$ cat config.mk
export PLATFORM = sky130hd
export DESIGN_NAME = mem_fetch_unit
export DESIGN_NICKNAME = d
export VERILOG_FILES = /design/src/rtl/mem_fetch_unit.sv
export SDC_FILE = /design/constraint.sdc
export NUM_CORES = 1
export LEC_CHECK = 0
export ABC_AREA = 0
export CORE_ASPECT_RATIO = 0.75
export CORE_MARGIN = 2
export CORE_UTILIZATION = 36
export CTS_BUF_LIST = sky130_fd_sc_hd__clkbuf_4 sky130_fd_sc_hd__clkbuf_8 sky130_fd_sc_hd__clkbuf_16
export DETAILED_ROUTE_END_ITERATION = 12
export PLACE_DENSITY = 0.68
export SLEW_MARGIN = 20
export SYNTH_ARGS = -nofsm -noshare
export SYNTH_HDL_FRONTEND = slang
export SYNTH_SLANG_ARGS = --single-unit
$ cat constraint.sdc
create_clock -name clk -period 6.6 [get_ports clk]
set_clock_uncertainty 0.05 [all_clocks]
set_input_delay 0.66 -clock clk [delete_from_list [all_inputs] [get_ports clk]]
set_output_delay 0.66 -clock clk [all_outputs]
set_load 0.005 [all_outputs]
$ cat src/rtl/mem_fetch_unit.sv
`default_nettype none
// ============================================================================
//  Module   : mem_fetch_unit
//  Purpose  : Multicycle MIPS front end. Owns PC, IR and MDR, runs a
//             request/ready handshake to a variable-latency unified memory
//             and stalls the control FSM until each access completes.
//  Options  : MEM_TIMEOUT_EN - builds a WAIT-state watchdog that sets the
//             sticky mem_err flag and abandons the access after
//             TIMEOUT_CYCLES cycles without mem_ready.
//  Revision : 1.0 - initial release
// ============================================================================
module mem_fetch_unit #(
  parameter logic [31:0] RESET_PC       = 32'h0000_0000,
  parameter int unsigned TIMEOUT_CYCLES = 255
) (
  input  logic        clk,
  input  logic        reset,
  input  logic        iord,
  input  logic        irwrite,
  input  logic        memread,
  input  logic        memwrite,
  input  logic        pcwrite,
  input  logic        branch,
  input  logic        zero,
  input  logic [1:0]  pcsrc,
  input  logic [31:0] aluresult,
  input  logic [31:0] aluout,
  input  logic [31:0] wdata_in,
  input  logic [31:0] mem_rdata,
  input  logic        mem_ready,
  output logic        mem_req,
  output logic        mem_we,
  output logic [31:0] mem_addr,
  output logic [31:0] mem_wdata,
  output logic [31:0] pc,
  output logic [31:0] instr,
  output logic [5:0]  op,
  output logic [5:0]  funct,
  output logic [31:0] mdr,
  output logic        stall,
  output logic        mem_err
);

  typedef enum logic [1:0] {
    ST_IDLE = 2'd0,
    ST_WAIT = 2'd1,
    ST_DONE = 2'd2
  } state_t;

  // Which register a completing access lands in; write lands nowhere.
  localparam logic [1:0] KIND_IR  = 2'd0;
  localparam logic [1:0] KIND_MDR = 2'd1;
  localparam logic [1:0] KIND_WR  = 2'd2;

  state_t      state_q;
  logic        req_q;
  logic        we_q;
  logic [31:0] addr_q;
  logic [31:0] wdata_q;
  logic [1:0]  kind_q;
  logic [31:0] instr_q;
  logic [31:0] mdr_q;
  logic [31:0] pc_q;
  logic [31:0] pc_d;

  logic        w_acc;
  logic [1:0]  w_kind;
  logic        w_pcen;
  logic        w_timeout;

  assign w_acc  = irwrite | memread | memwrite;
  // Write wins over both reads, fetch wins over data read.
  assign w_kind = memwrite ? KIND_WR : (irwrite ? KIND_IR : KIND_MDR);

  // Stall covers the issuing IDLE cycle and every WAIT cycle.
  assign stall  = ((state_q == ST_IDLE) & w_acc) | (state_q == ST_WAIT);

  // pcsrc=11 is "hold": the enable is suppressed rather than reloading pc.
  assign w_pcen = ~stall & (pcwrite | (branch & zero)) & (pcsrc != 2'b11);

`ifdef MEM_TIMEOUT_EN
  localparam int CNT_W = $clog2(TIMEOUT_CYCLES + 1);

  logic [CNT_W-1:0] cnt_q;
  logic             err_q;

  // Fires on the last allowed WAIT cycle when memory still has not answered.
  assign w_timeout = (state_q == ST_WAIT) & ~mem_ready &
                     (cnt_q == CNT_W'(TIMEOUT_CYCLES - 1));

  // Count idle WAIT cycles; outside WAIT the count sits at zero.
  always_ff @(posedge clk or posedge reset) begin
    if (reset) begin
      cnt_q <= '0;
    end else if (state_q != ST_WAIT) begin
      cnt_q <= '0;
    end else if (!mem_ready) begin
      cnt_q <= cnt_q + CNT_W'(1);
    end
  end

  // Sticky error: only reset clears it.
  always_ff @(posedge clk or posedge reset) begin
    if (reset) begin
      err_q <= 1'b0;
    end else if (w_timeout) begin
      err_q <= 1'b1;
    end
  end

  assign mem_err = err_q;
`else
  assign w_timeout = 1'b0;
  assign mem_err   = 1'b0;
`endif

  // Access FSM: issue in IDLE, hold the bus in WAIT, release in DONE.
  always_ff @(posedge clk or posedge reset) begin
    if (reset) begin
      state_q <= ST_IDLE;
      req_q   <= 1'b0;
      we_q    <= 1'b0;
      addr_q  <= 32'h0;
      wdata_q <= 32'h0;
      kind_q  <= KIND_IR;
      instr_q <= 32'h0;
      mdr_q   <= 32'h0;
    end else begin
      unique case (state_q)
        ST_IDLE: begin
          if (w_acc) begin
            req_q   <= 1'b1;
            addr_q  <= iord ? aluout : pc_q;
            we_q    <= memwrite;
            wdata_q <= wdata_in;
            kind_q  <= w_kind;
            state_q <= ST_WAIT;
          end
        end
        ST_WAIT: begin
          if (mem_ready) begin
            if (kind_q == KIND_IR) begin
              instr_q <= mem_rdata;
            end else if (kind_q == KIND_MDR) begin
              mdr_q <= mem_rdata;
            end
            req_q   <= 1'b0;
            we_q    <= 1'b0;
            state_q <= ST_DONE;
          end else if (w_timeout) begin
            req_q   <= 1'b0;
            we_q    <= 1'b0;
            state_q <= ST_DONE;
          end
        end
        ST_DONE: begin
          state_q <= ST_IDLE;
        end
        default: begin
          state_q <= ST_IDLE;
        end
      endcase
    end
  end

  // Next-PC selection; 11 is never used because pcen is blocked for it.
  always_comb begin
    pc_d = pc_q;
    unique case (pcsrc)
      2'b00:   pc_d = aluresult;
      2'b01:   pc_d = aluout;
      2'b10:   pc_d = {pc_q[31:28], instr_q[25:0], 2'b00};
      default: pc_d = pc_q;
    endcase
  end

  // PC register; during a fetch it only moves in DONE, after IR is loaded.
  always_ff @(posedge clk or posedge reset) begin
    if (reset) begin
      pc_q <= RESET_PC;
    end else if (w_pcen) begin
      pc_q <= pc_d;
    end
  end

  assign mem_req   = req_q;
  assign mem_we    = we_q;
  assign mem_addr  = addr_q;
  assign mem_wdata = wdata_q;
  assign pc        = pc_q;
  assign instr     = instr_q;
  assign mdr       = mdr_q;
  assign op        = instr_q[31:26];
  assign funct     = instr_q[5:0];

endmodule
`default_nettype wire

==> impl_metrics.toml, run 1 <==
[outcome]
status = "finished, final reports clean"

[setup_path]
critical_path.max_stage_delay_ps = 720
critPathMaxFanout = 75
cp.depth = 5
r2r_start = "state_q[1]"
required_ps = 6850
cp-end-kind = "flop"
criticalPathCategory = "in2reg"
r2r_slack_ps = 4370
startpoint_type = "primary input"
path_cells = "clkdlybuf4s50_1, or2_2, o21ai_4, buf_4, mux2_2"
crit_start = "irwrite"
r2r.worst_path.cells = 3
crit_arrival_ps = 3140
reg2reg_to = "instr[5]"
path_buf_inv = 2
path_delay_family = "buffers and inverters"
slowest_stage = "buf_4"

[synthesis]
yosys-top-cells-area = "dfrtp_1 58%, mux2_2 15%, o21ai_0 6.3%"
synthArstFlopShare = 1.00
syn_area_um2 = 7130
mappedNetlistNets = 743
yosys_warnings = 0
synth_cells = 599
netlist.area_leader.share = 0.582
yosysSeqAreaShare = 0.582
ys.flop_type = "dfrtp_1"
ys_seq_elements = 166
avgSynthCellArea_um2 = 11.9
yosysTopAreaCell = "dfrtp_1"
synth_common_cells = "166 x dfrtp_1, 97 x mux2_2, 97 x nand2_1"
synth_edf_count = 0
ys_types = 29
synth.most_common_cell = "dfrtp_1"

[cts]
clk_latency_ps = 420
cts_buffers = 17
postCtsHoldBufs = 0
cts.path.max_buffers = 2
ctsRootBufferMaster = "clkbuf_16"
clock_sinks = 166
cts_htree_levels = 4
cts_setup_buffers = 0
cts_tree = "done"
clkTransAtPathRegs_ps = 60
cts_resized = 0

[sta]
finalSetupTns_ps = 0
fin_crit_ps = 2890
post-route-period-util = 0.439
max_freq_mhz = 345
final-setup-viol-count = 0
worst_pin_slew_ps = 1080
rsz0062_at_grt = "no"
max-slew-margin-rel = 0.281
hold_viol = 0
slew_viol_final = 0

[power_and_ir_drop]
power.total_mw = 4.62
vdd_drop_max_uv = 207
power.density_nw_per_um2 = 423
p_leak_nw = 4.67

[route]
ant_nets = 0
via_per_inst = 4.84
drtPass1Iterations = 5
routed-via-count = 5572
drt_iter0_markers = 318
wl_um = 21500
wl_per_cell_um = 18.7
drc = 0

[die]
die_w_um = 167
initial_core_util = 0.368
core_area_um2 = 19400
top_level_ports = 316
dieHeight_um = 126
fp.dieArea_um2 = 21000
rows = 44

[global_route]
use_met2 = 0.321
grt.total_usage = 0.211
grt_pass1_wl_um = 34400
grt_max_degree = 102
top_usage_layer = "met2"
grt_pass1_vias = 5876
grtUsageMet1 = 0.291
grt.met3_usage = 0.0629
overflow = 0
antenna_found_initial = 0

[finish]
final_nets = 1030
area_growth_pct = 53.2
n_antenna_cell = 0
drive_gt1_frac = 0.159
n_fill_cell = 1687

[place]
gp_congestion = 0.772
port-buffer-count = 314
dp_hpwl_um = 15000

[worst_hold_path]
hold_class = "reg2reg"
whs_endpoint = "mem_addr[22]"
holdPathStages = 2
hold_start = "mem_addr[22]"

[flow_run]
drv_cap = 0
sequential cells by signal (all words and copies together) (netlist names):
signal and cells:
kind_q 2, mem_we 1, pc 32, mem_wdata 32, instr 32, mem_addr 32
mdr 32, mem_req 1, state_q 2
metrics by stage:
stage | hold WS, ps | instances | area [um^2] | worst slack (ps) | util
floorplan | 401 | 599 | 7130 | 1400 | -
global placement | 410 | 1120 | 10400 | 3290 | 0.535
detailed placement | 419 | 1120 | 10400 | 3240 | 0.535
CTS | 433 | 1151 | 10900 | 3690 | 0.564
global route | 454 | 1151 | 10900 | 3560 | 0.564
finish | 427 | 1151 | 10900 | 3710 | 0.564
per-layer routing:
metal  vias up  wire length, um
met5         -                0
met1      2666            10100
li1       2648                -
met2       224             9460
met4         0              498
met3        34             1480
worst max path at each step:
stage                    end  slack, ps
3_3_place_gp    mem_wdata[6]       3290
2_1_floorplan       instr[0]       1400
6_report       mem_wdata[15]       3710
5_1_grt        mem_wdata[15]       3560
3_5_place_dp   mem_wdata[28]       3240
4_1_cts        mem_wdata[28]       3690
final cells by class:
type / count / area [um^2] / area share
Sequential cell: 166 / 4150 / 0.380
Timing Repair Buffer: 321 / 3190 / 0.292
Multi-Input combinational cell: 371 / 2670 / 0.244
Clock buffer: 18 / 433 / 0.0396
Tap cell: 253 / 317 / 0.0290
Clock inverter: 13 / 124 / 0.0113
Inverter: 9 / 38.8 / 0.00355
worst min-delay path: cells and delay by family, from the launching register on:
| family | cells | cell delay [ps] |
|---|---|---|
| compound gates | 1 | 60 |
| simple gates | 1 | 50 |
| flops | 1 | 340 |
layout by cell type (no fill, tap or decap), drive strengths merged:
| cell | synthesis | routed |
|---|---|---|
| clkinvlp | 0 | 3 |
| nor2 | 3 | 3 |
| a21boi | 1 | 1 |
| nor2b | 3 | 3 |
| inv | 9 | 13 |
| a21oi | 4 | 4 |
| bufinv | 0 | 1 |
| a22oi | 26 | 26 |
| nand3 | 1 | 1 |
| clkdlybuf4s50 | 0 | 313 |
| or2 | 1 | 1 |
| nand2 | 97 | 97 |
| and2 | 1 | 1 |
| a21o | 1 | 1 |
| conb | 1 | 1 |
| dfrtp | 166 | 166 |
| buf | 29 | 8 |
| nor4 | 1 | 1 |
| clkbuf | 24 | 18 |
| nor3 | 1 | 1 |
| ha | 4 | 4 |
| mux2 | 100 | 100 |
| o21ai | 91 | 91 |
| o211ai | 1 | 1 |
| clkinv | 0 | 5 |
| nand4b | 1 | 1 |
| and4bb | 1 | 1 |
| mux2i | 32 | 32 |
cells by family after synthesis:
kind of cell | after synthesis | synth area share
adder cells (fa/ha/maj) | 4 | 0.00702
AND/OR/NAND/NOR | 110 | 0.0647
multiplexers | 132 | 0.203
buffers and inverters | 62 | 0.0449
other | 1 | 0.000526
flip-flops | 166 | 0.582
AO/OA/AOI/OAI | 124 | 0.0977
report_power, final:
part	switching (mW)	internal, mW
Sequential	0.326	1.48
Combinational	0.623	1.24
Clock	0.423	0.527
Total	1.37	3.25
No activity file was read; power rests on OpenSTA's default activity.
==> run 2, diff against run 1 <==
==> constraint.sdc (replaced) <==
create_clock -name clk -period 2.9 [get_ports clk]
set_clock_uncertainty 0.05 [all_clocks]
set_input_delay 0.29 -clock clk [delete_from_list [all_inputs] [get_ports clk]]
set_output_delay 0.29 -clock clk [all_outputs]
set_load 0.005 [all_outputs]
==> run 2 against run 1 <==
  * Setup slack worse by 3000 ps
  * Cell count up 0.61%
  * Clock-buffer cell count unchanged
  * Critical path depth fell by 2
  * Global-route usage barely moved
  * Clock power increased by 140%
  * Combinational power grew 130%
  * Largest power group unchanged
==> impl_metrics.toml, run 2 (synthesis results as in run 1) <==
[die]
core_area_um2 = 19400
top_level_ports = 316
die_w_um = 167
fp.dieArea_um2 = 21000
dieHeight_um = 126
initial_core_util = 0.368
rows = 44

[sta]
finalSetupTns_ps = 0
finalWorstSetupSlack_ps = 750
max-slew-margin-rel = 0.516
final-setup-viol-count = 0
fin_crit_ps = 2150
hold_slack_ps = 130
post-route-period-util = 0.741
worst_pin_slew_ps = 726
max_freq_mhz = 465
rsz0062_at_grt = "no"
slew_viol_final = 0
hold_viol = 0

[place]
port-buffer-count = 314
gp_congestion = 0.756
dp_slack_ps = 431
dp_hpwl_um = 15400
placed_cell_area_um2 = 10500

[route]
drc = 0
via_per_inst = 4.80
wl_um = 21700
routed-via-count = 5564
wl_met2_um = 9390
highest_layer = "met4"
drtPass1Iterations = 6
ant_nets = 0
drt_iter0_markers = 303
route.met3.wl_um = 1550
wl_per_cell_um = 18.7
wl_met1_um = 10300

[setup_path]
path_delay_family = "simple AND/OR/NAND/NOR gates"
critPathMaxFanout = 5
crit_arrival_ps = 1810
required_ps = 2560
path_cells = "nor4_2, nor2_1, clkdlybuf4s50_1"
critical_path.max_stage_delay_ps = 470
cp-end-kind = "primary output"
path_buf_inv = 1
startpoint_type = "flop"
r2r_slack_ps = 1000
r2r_start = "state_q[1]"
slowest_stage = "clkdlybuf4s50_1"
crit_start = "state_q[0]"
criticalPathCategory = "reg2out"

[finish]
drive_gt1_frac = 0.166
final_nets = 1036
final_common_cell = "clkdlybuf4s50_1"
multi_input_area_um2 = 2670
regArea_um2 = 4150
area_growth_pct = 54.6
final_cell_area_um2 = 11000
layout_common_cells = "313 x clkdlybuf4s50_1, 166 x dfrtp_1, 97 x mux2_2, 97 x nand2_1, 90 x o21ai_0"
n_antenna_cell = 0
n_fill_cell = 1675
final_core_util = 0.569

[cts]
cts_buffers = 17
cts_tree = "done"
cts_setup_buffers = 0
postCtsHoldBufs = 0
cts_htree_levels = 4
ctsRootBufferMaster = "clkbuf_16"
clock_sinks = 166
cts.path.max_buffers = 2
cts_resized = 0
clk_latency_ps = 420
clkTransAtPathRegs_ps = 70

[global_route]
grt.total_usage = 0.212
overflow = 0
grt_pass1_wl_um = 34600
grt_pass1_vias = 5936
antenna_found_initial = 0
grt_max_degree = 93

[flow_run]
drv_cap = 0

[outcome]
status = "finished, final reports clean"

[worst_hold_path]
hold_class = "in2async"

[power_and_ir_drop]
power.density_nw_per_um2 = 965
vdd_drop_max_uv = 559
p_leak_nw = 4.72
run 2: cell types whose count changed in the layout (fill, tap and decap cells not counted), sizes merged:
cell / delta
clkinvlp: -1
buf: +6
inv: +2
run 2: path summary, 6_finish.rpt:
check / end / cells past startpoint
min in group clk: state_q[0] / 2
max: stall / 3
max reg2reg: instr[5] / 4
min: instr[0] / 2
max in group asynchronous: instr[19] / 3
min reg2reg: mem_addr[28] / 2
run 2: per-layer routing:
metal	GRT usage	up-vias
met5	0	-
met4	0.0624	0
met3	0.0641	24
met2	0.316	206
met1	0.298	2668
li1	-	2666
run 2: layout make-up:
type | instances | area share
clock buffer | 18 | 0.0393
clock inverter | 14 | 0.0129
inverter | 9 | 0.00340
multi-input combinational | 371 | 0.242
sequential | 166 | 0.377
tap | 253 | 0.0287
timing repair buffer | 327 | 0.297
run 2: through the flow:
| step | total power [mW] | std cells |
|---|---|---|
| floorplan | 5.55 | 599 |
| global placement | 8.41 | 1126 |
| detailed placement | 8.47 | 1126 |
| CTS | 10.8 | 1158 |
| global route | 11.3 | 1158 |
| finish | 10.6 | 1158 |
run 2: power by group:
part | internal [mW] | leakage (nW) | switching [mW]
Clock | 1.22 | 0.285 | 1.02
Combinational | 2.84 | 2.41 | 1.42
Sequential | 3.38 | 2.02 | 0.755
Total | 7.44 | 4.72 | 3.20
==> run 3, diff against run 2 <==
==> constraint.sdc (replaced) <==
create_clock -name clk -period 2 [get_ports clk]
set_clock_uncertainty 0.05 [all_clocks]
set_input_delay 0.2 -clock clk [delete_from_list [all_inputs] [get_ports clk]]
set_output_delay 0.2 -clock clk [all_outputs]
set_load 0.005 [all_outputs]
==> run 3 against run 2 <==
  * Sequential share of layout area shrank 0.41 points
  * Critical path depth grew 1
  * Largest power group unchanged
  * Setup slack lost 610 ps
  * Combinational power grew 46%
  * Routed wire length shrank 0.62%
  * First-iteration DRC count shrank 24%
  * Utilization grew 0.65 points
  * Sequential cell count is the same
  * Register-to-register slack lost 850 ps
  * Non-clock buffer count grew 11
  * Global-route usage shrank 0.23 points
  * Via count grew 1.2%
==> impl_metrics.toml, run 3 (synthesis results as in run 1) <==
[setup_path]
r2r.worst_path.cells = 5
critical_path.max_stage_delay_ps = 450
path_cells = "nor4_2, buf_4, nor2_1, dlygate4sd2_1"
cp-end-kind = "primary output"
criticalPathCategory = "reg2out"
path_delay_family = "flip-flops"
critPathMaxFanout = 5
r2r_slack_ps = 150
slowest_stage = "dfrtp_2"
path_buf_inv = 2
crit_arrival_ps = 1610
required_ps = 1750
reg2reg_to = "pc[28]"
startpoint_type = "flop"
r2r_start = "state_q[0]"

[finish]
area_growth_pct = 56.3
n_fill_cell = 1671
multi_input_area_um2 = 2670
final_common_cell = "clkdlybuf4s50_1"
layout_common_cells = "312 x clkdlybuf4s50_1, 165 x dfrtp_1, 97 x mux2_2, 97 x nand2_1, 90 x o21ai_0"
regArea_um2 = 4160
n_antenna_cell = 0
final_core_util = 0.575
final_cell_area_um2 = 11200
drive_gt1_frac = 0.176
final_nets = 1047

[cts]
postCtsHoldBufs = 0
cts_resized = 2
cts_setup_buffers = 0
cts_buffers = 17
cts_htree_levels = 4
clock_sinks = 166
cts_tree = "done"
ctsRootBufferMaster = "clkbuf_16"
clkTransAtPathRegs_ps = 70
clk_latency_ps = 420
cts.path.max_buffers = 2

[worst_hold_path]
hold_class = "in2async"

[outcome]
status = "finished, final reports clean"

[power_and_ir_drop]
power.density_nw_per_um2 = 1380
swShare = 0.295
clockPowerShare = 0.204
comb_power_share = 0.406
p_int_mw = 10.8
power_frac_seq = 0.390
vdd_drop_max_uv = 807
p_leak_nw = 4.78
switchingPower_mw = 4.54

[sta]
slew_viol_final = 0
post-route-period-util = 0.931
rsz0062_at_grt = "no"
fin_crit_ps = 1860
final-setup-viol-count = 0
max_freq_mhz = 537
hold_viol = 0

[place]
gp_congestion = 0.787
placed_cell_area_um2 = 10600
port-buffer-count = 314
dp_hpwl_um = 16000

[route]
drt_iter0_markers = 229
wl_um = 21500
drc = 0
ant_nets = 0
wl_per_cell_um = 18.4
drtPass1Iterations = 4
routed-via-count = 5631
via_per_inst = 4.82

[global_route]
grt_max_degree = 64
grtUsageMet1 = 0.287
grt_pass1_vias = 5977
grt.total_usage = 0.209
antenna_found_initial = 0
overflow = 0
grt_pass1_wl_um = 34100
grt.met3_usage = 0.0698
use_met2 = 0.317
top_usage_layer = "met2"

[die]
core_area_um2 = 19400
die_w_um = 167
top_level_ports = 316
fp.dieArea_um2 = 21000
dieHeight_um = 126
rows = 44
initial_core_util = 0.368

[flow_run]
drv_cap = 0
==> run 3: cell types whose count changed in the layout (fill, tap and decap cells not counted) <==
| cell | before | now |
|---|---|---|
| clkinvlp_4 | 2 | 5 |
| inv_8 | 3 | 1 |
| inv_6 | 4 | 2 |
| buf_12 | 3 | 7 |
| dfrtp_1 | 166 | 165 |
| clkdlybuf4s50_1 | 313 | 312 |
| buf_6 | 0 | 1 |
| dlygate4sd2_1 | 0 | 1 |
| buf_4 | 10 | 16 |
| dfrtp_2 | 0 | 1 |
| clkbuf_8 | 0 | 1 |
| clkbuf_4 | 1 | 0 |
==> run 3: layout make-up <==
| type | count | share of cell area |
|---|---|---|
| repair buffers | 338 | 0.306 |
| flip-flops and latches | 166 | 0.373 |
| clock buffers | 18 | 0.0394 |
| multi-input cells | 371 | 0.239 |
| inverters | 9 | 0.00337 |
| well taps | 253 | 0.0284 |
| clock inverters | 13 | 0.0112 |
==> run 3: routing by layer <==
| layer | routed length [um] | share of wire |
|---|---|---|
| met5 | 0 | 0 |
| met4 | 426 | 0.020 |
| met3 | 1540 | 0.072 |
| met2 | 9520 | 0.44 |
| met1 | 10000 | 0.47 |
==> run 3: through the flow <==
step | TNS, ps | worst slack [ps] | total power [mW] | hold slack [ps] | cells
floorplan | -60220 | -363 | 8.04 | 252 | 599
global placement | -2130 | -80.7 | 12.3 | 412 | 1137
detailed placement | -4590 | -185 | 12.3 | 419 | 1137
CTS | 0 | 96.1 | 15.6 | 42.7 | 1168
global route | 0 | 81.0 | 16.4 | 48.8 | 1168
finish | 0 | 138 | 15.4 | 54.1 | 1168
==> run 3: worst max path at each step <==
stage,from,end,slack [ps],depth (start not counted)
after floorplan,reset,instr[0],-360,1
final,state_q[0],stall,140,4
after global placement,memwrite,pc[26],-80,6
after detailed placement,memwrite,pc[2],-190,6
after global routing,state_q[0],stall,80,4
after CTS,state_q[0],pc[21],100,5
==> run 3: power groups by stage <==
stage | Clock (mW) | Sequential, mW | Combinational (mW)
3_5_place_dp | 0 | 6.04 | 6.30
2_1_floorplan | 0 | 5.96 | 2.09
6_report | 3.14 | 5.99 | 6.24
5_1_grt | 3.39 | 6.22 | 6.77
4_1_cts | 3.25 | 6.01 | 6.34
3_3_place_gp | 0 | 5.99 | 6.26
==> run 3: worst register-to-register path, cell delays in order, from the launching register on <==
cell and delay (ps):
dfrtp_2 450, nor4_2 280, buf_4 160, o211ai_1 160, nor3_4 270, mux2_2 370
